$ cat config.mk
export PLATFORM = sky130hd
export DESIGN_NAME = apb_gpi_irq
export DESIGN_NICKNAME = d
export VERILOG_FILES = /design/src/rtl/apb_gpi_irq.sv
export SDC_FILE = /design/constraint.sdc
export NUM_CORES = 1
export LEC_CHECK = 0
export BUFFER_PORTS_ARGS = -buffer_cell sky130_fd_sc_hd__buf_2
export CELL_PAD_IN_SITES_DETAIL_PLACEMENT = 1
export CELL_PAD_IN_SITES_GLOBAL_PLACEMENT = 1
export CORE_MARGIN = 8
export CORE_UTILIZATION = 40
export DETAILED_ROUTE_END_ITERATION = 6
export PLACE_DENSITY = 0.74
export SYNTH_ARGS = -nofsm -noshare
export SYNTH_HDL_FRONTEND = slang
export SYNTH_SLANG_ARGS = --single-unit
$ cat constraint.sdc
create_clock -name PCLK -period 5.42 [get_ports PCLK]
set_input_delay 1.084 -clock PCLK [delete_from_list [all_inputs] [get_ports PCLK]]
set_output_delay 1.084 -clock PCLK [all_outputs]
set_load 0.02 [all_outputs]
$ cat src/rtl/apb_gpi_irq.sv
// apb_gpi_irq: APB3 general-purpose input block with synchroniser, edge detect and sticky interrupts
`timescale 1ns/1ps
module apb_gpi_irq #(
  parameter int WIDTH = 8,
  parameter int SYNC_STAGES = 2
) (
  input  logic             PCLK,
  input  logic             PRESET,
  input  logic [4:0]       PADDR,
  input  logic [31:0]      PWDATA,
  input  logic             PWRITE,
  input  logic             PENABLE,
  input  logic             PSEL,
  output logic [31:0]      PRDATA,
  output logic             PREADY,
  input  logic [WIDTH-1:0] gpi,
  output logic             irq
);
  logic [SYNC_STAGES-1:0][WIDTH-1:0] sync_q, sync_d;
  logic [WIDTH-1:0] prev_q, prev_d, cr_q, cr_d, ier_q, ier_d, isr_q, isr_d;
  logic [WIDTH-1:0] sync, rise, fall, hit;
  logic [2*WIDTH-1:0] edge_q, edge_d;
  logic [63:0] edge_w;
  logic [31:0] prdata_q, prdata_d, rdata;
  logic pready_q, pready_d, acc, wr;
  logic [2:0] addr;
  logic unused_ok;
  assign unused_ok = ^{PADDR[1:0], PWDATA};
  assign acc = PSEL & PENABLE & ~pready_q;
  assign wr = acc & PWRITE;
  assign addr = PADDR[4:2];
  assign sync = sync_q[SYNC_STAGES-1];
  assign rise = sync & ~prev_q;
  assign fall = ~sync & prev_q;
  assign edge_w = 64'(edge_q);
  assign PRDATA = prdata_q;
  assign PREADY = pready_q;
  assign irq = |(isr_q & ier_q);
  // per-pin edge selection: 00 rising, 01 falling, 1x either
  always_comb begin
    hit = '0;
    for (int i = 0; i < WIDTH; i++)
      hit[i] = edge_q[2*i+1] ? rise[i] | fall[i] : edge_q[2*i] ? fall[i] : rise[i];
  end
  // read mux; word 4 only exists when the pins need a second EDGE word
  always_comb
    rdata = addr == 3'd0 ? 32'(cr_q) :
            addr == 3'd1 ? 32'(sync & cr_q) :
            addr == 3'd2 ? 32'(ier_q) :
            addr == 3'd3 ? edge_w[31:0] :
            addr == 3'd4 && WIDTH > 16 ? edge_w[63:32] :
            addr == 3'd5 ? 32'(isr_q) : '0;
  // next state: register writes, ISR set-over-clear, one-wait-state handshake
  always_comb begin
    sync_d = {sync_q[SYNC_STAGES-2:0], gpi};
    prev_d = sync;
    cr_d = wr && addr == 3'd0 ? PWDATA[WIDTH-1:0] : cr_q;
    ier_d = wr && addr == 3'd2 ? PWDATA[WIDTH-1:0] : ier_q;
    for (int j = 0; j < 2*WIDTH; j++)
      edge_d[j] = wr && addr == (j < 32 ? 3'd3 : 3'd4) ? PWDATA[j % 32] : edge_q[j];
    isr_d = isr_q & ~(wr && addr == 3'd5 ? PWDATA[WIDTH-1:0] : '0) | hit & cr_q;
    pready_d = acc;
    prdata_d = acc & ~PWRITE ? rdata : prdata_q;
  end
  // state registers, cleared immediately by PRESET
  always_ff @(posedge PCLK or posedge PRESET)
    if (PRESET) begin
      sync_q <= '0;
      prev_q <= '0;
      cr_q <= '0;
      ier_q <= '0;
      edge_q <= '0;
      isr_q <= '0;
      prdata_q <= '0;
      pready_q <= 1'b0;
    end else begin
      sync_q <= sync_d;
      prev_q <= prev_d;
      cr_q <= cr_d;
      ier_q <= ier_d;
      edge_q <= edge_d;
      isr_q <= isr_d;
      prdata_q <= prdata_d;
      pready_q <= pready_d;
    end
endmodule
==> flow_metrics.env <==
export IMPL_outcome="complete, no violations"
export IMPL_timing_final_hold_violations=0
export IMPL_die_w_um=112.9
export IMPL_initial_core_util_pct=41.00
export IMPL_antenna_found_initial=1
export IMPL_worstPathRequired_ps=5670
export IMPL_fin_nets=431
export IMPL_fin_util_pct=45.96
export IMPL_hp_class="flop to flop"
export IMPL_postSynthAreaPerCell_um2=11.91
export IMPL_worst_slew_pin_slew_ps=737.9
export IMPL_netlist_area_um2=3752
export IMPL_cts_tree="yes"
export IMPL_place_area_um2=4011
export IMPL_clock_sinks=81
export IMPL_grt_usage_pct=14.59
export IMPL_crit_path_end_kind="flop"
export IMPL_num_vias=2522
export IMPL_cts_buffers=9
export IMPL_clkLatencyLatePin_ps=360
export IMPL_cpMaxStageDelayCell="and3_4"
export IMPL_yosysWarningCount=0
export IMPL_drcViolationCount=0
export IMPL_dp_hpwl_mm=6.109
export IMPL_drt_met1_wl_mm=3.831
export IMPL_die_height_um=112.9
export IMPL_peakVddDrop_mv=0.1321
export IMPL_highest_layer="met5"
export IMPL_crit_chain="buf_2, nor2b_4, and2_4, and3_4, mux2_2"
export IMPL_hold_path_cell_count=0
export IMPL_cts_max_level=3
export IMPL_first_pass_iters=4
export IMPL_async_flop_share_pct=100.0
export IMPL_rows=35
export IMPL_tns_ps=0
export IMPL_place_gp_congestion=0.7652
export IMPL_io_buffer_count=49
export IMPL_met2_wirelength_mm=4.363
export IMPL_drtIter0Drc=69
export IMPL_criticalPathCategory="input pin to flop"
export IMPL_netlist_instances=315
export IMPL_grt_pass1_wl_mm=14.51
export IMPL_synth_edf_count=0
export IMPL_rsz0062_at_grt="false"
export IMPL_io_pins=84
export IMPL_r2r_start="PREADY"
export IMPL_wl_mm=8.805
export IMPL_p_leak_nw=2.101
export IMPL_final_area_um2=4207
export IMPL_wl_per_cell_um=18.34
export IMPL_synth_ff_type="dfrtp_1"
export IMPL_grt_max_degree=59
export IMPL_holdBufCountCts=0
export IMPL_yosysUniqueCellTypes=32
export IMPL_clockRootBuffer="clkbuf_8"
export IMPL_drive_gt1_share_pct=30.35
export IMPL_worstPathArrival_ps=2890
export IMPL_ys_seq_area_share_pct=54.02
export IMPL_min_from="sync_d[12]"
export IMPL_cts_resized=0
export IMPL_fp_coreArea_um2=9153
export IMPL_period_minus_slack_ps=2641
export IMPL_cp_start_kind="input pin"
export IMPL_grt_overflow=0
export IMPL_fin_hold_ws_ps=349.0
export IMPL_max_freq_mhz=378.7
export IMPL_via_per_inst=5.254
export IMPL_dr_wl_met3_um=463
export IMPL_dieArea_um2=12740
export IMPL_dpl_cell_count=465
export IMPL_clk_path_buf_depth=2
export IMPL_max_cap_violations=0
export IMPL_diodes=0
export IMPL_p_per_area_nw_per_um2=349.7
export IMPL_clock_skew_ps=7.958
export IMPL_setup_violations_final=0
export IMPL_slew_headroom_pct=50.81
export IMPL_slowest_delay_ps=440
export IMPL_worstHoldEndpoint="prev_d[4]"
export IMPL_crit_fanout=16
export IMPL_areaGrowthSynthToFinish_pct=12.10
export IMPL_cts_reportedPaths_clkPinSlew_ps=80
export IMPL_period_share_pct=48.72
export IMPL_synth_seq_cells=81
export IMPL_grt_pass1_vias=2726
export IMPL_rr_endpoint="cr_q[5]"
export IMPL_nFillCells=1015
export IMPL_ant_nets=0
export IMPL_fin_cells=480
export IMPL_post_cts_buffers=0
export IMPL_ff2ff_path_depth=4
export IMPL_maxSlewViolCount=0
export IMPL_r2r_slack_ps=3710
[area by class of cell]
cell class	instances	area, um^2	share of cell area, %
flip-flops and latches	81	2027	48.19
inverters	20	76.32	1.814
clock inverters	3	40.04	0.9518
clock buffers	12	155.1	3.688
well taps	111	138.9	3.302
repair buffers	51	260.3	6.187
multi-input cells	202	1509	35.87
[synthesized netlist by cell type (2+ instances only)]
| library cell | instances | area share [%] |
|---|---|---|
| nand2_1 | 28 | 2.8 |
| buf_6 | 3 | 0.90 |
| clkbuf_1 | 4 | 0.40 |
| buf_4 | 16 | 3.2 |
| mux2_2 | 31 | 9.3 |
| nor2b_1 | 7 | 1.2 |
| dfrtp_1 | 81 | 54 |
| nor2_1 | 11 | 1.1 |
| o211ai_1 | 9 | 1.8 |
| inv_1 | 18 | 1.8 |
| clkinv_1 | 2 | 0.20 |
| a22o_1 | 7 | 1.6 |
| a21oi_1 | 23 | 3.1 |
| a21o_1 | 8 | 1.6 |
| buf_2 | 2 | 0.27 |
| a22oi_1 | 4 | 0.80 |
| ha_1 | 16 | 5.3 |
| nand3_1 | 16 | 2.1 |
| mux2_4 | 10 | 4.0 |
| a211oi_1 | 7 | 1.4 |
[placed cells by master, fill, tap and decap left out, drive strengths merged, types with 4 or more instances in the layout]
| cell | n |
|---|---|
| nor2b | 8 |
| a22o | 7 |
| nand3 | 16 |
| buf | 51 |
| a21o | 8 |
| dfrtp | 81 |
| a211oi | 7 |
| nor2 | 11 |
| nand2 | 28 |
| mux2 | 41 |
| a22oi | 4 |
| inv | 17 |
| ha | 16 |
| conb | 16 |
| o211ai | 9 |
| clkbuf | 12 |
| a21oi | 23 |
| clkinv | 5 |
[flip-flops by register name (all words and copies together) (netlist names)]
signal	cells
PRDATA	16
edge_q	16
cr_q	8
ier_q	8
isr_q	8
prev_d	8
prev_q	8
sync_d	8
PREADY	1
[critical path, delay by kind of cell]
kind	cells	cell delay, ps
muxes	1	380
buffers and inverters	1	290
and+or+nand+nor	3	1120
[worst max path at each step]
| stage | startpoint | to | cells after the start |
|---|---|---|---|
| CTS | PADDR[2] | isr_q[3] | 5 |
| global placement | PADDR[3] | edge_q[14] | 5 |
| global route | PADDR[2] | isr_q[3] | 5 |
| floorplan | PRESET | PRDATA[0] | 1 |
| detailed placement | PADDR[2] | isr_q[3] | 5 |
| finish | PADDR[3] | edge_q[9] | 5 |
[where the power goes]
part / switching [mW] / internal, mW / total [mW]
registers: 0.0774 / 0.693 / 0.770
logic: 0.130 / 0.124 / 0.253
clock network: 0.213 / 0.234 / 0.447
[cell families after synthesis]
family          after synthesis  synth area share (%)
flops                        81                 54.02
simple gates                 70                 9.437
compound gates               59                 10.54
buf+inv                      47                 7.269
mux                          41                 13.30
fa+ha+maj                    16                 5.335
other cells                   1               0.09994
[per-stage QoR]
step           power, mW  worst slack, ps
5_1_grt            1.548             2666
4_1_cts            1.492             2771
3_3_place_gp       1.024             2408
2_1_floorplan     0.9548             2256
3_5_place_dp       1.039             2386
6_report           1.471             2779
[per-layer routing]
metal | global-route usage [%] | vias up
li1 | - | 1155
met1 | 17.66 | 1298
met2 | 24.02 | 53
met3 | 4.579 | 14
met4 | 5.151 | 2
met5 | 0 | -
Power figures use the tool's default switching activity.
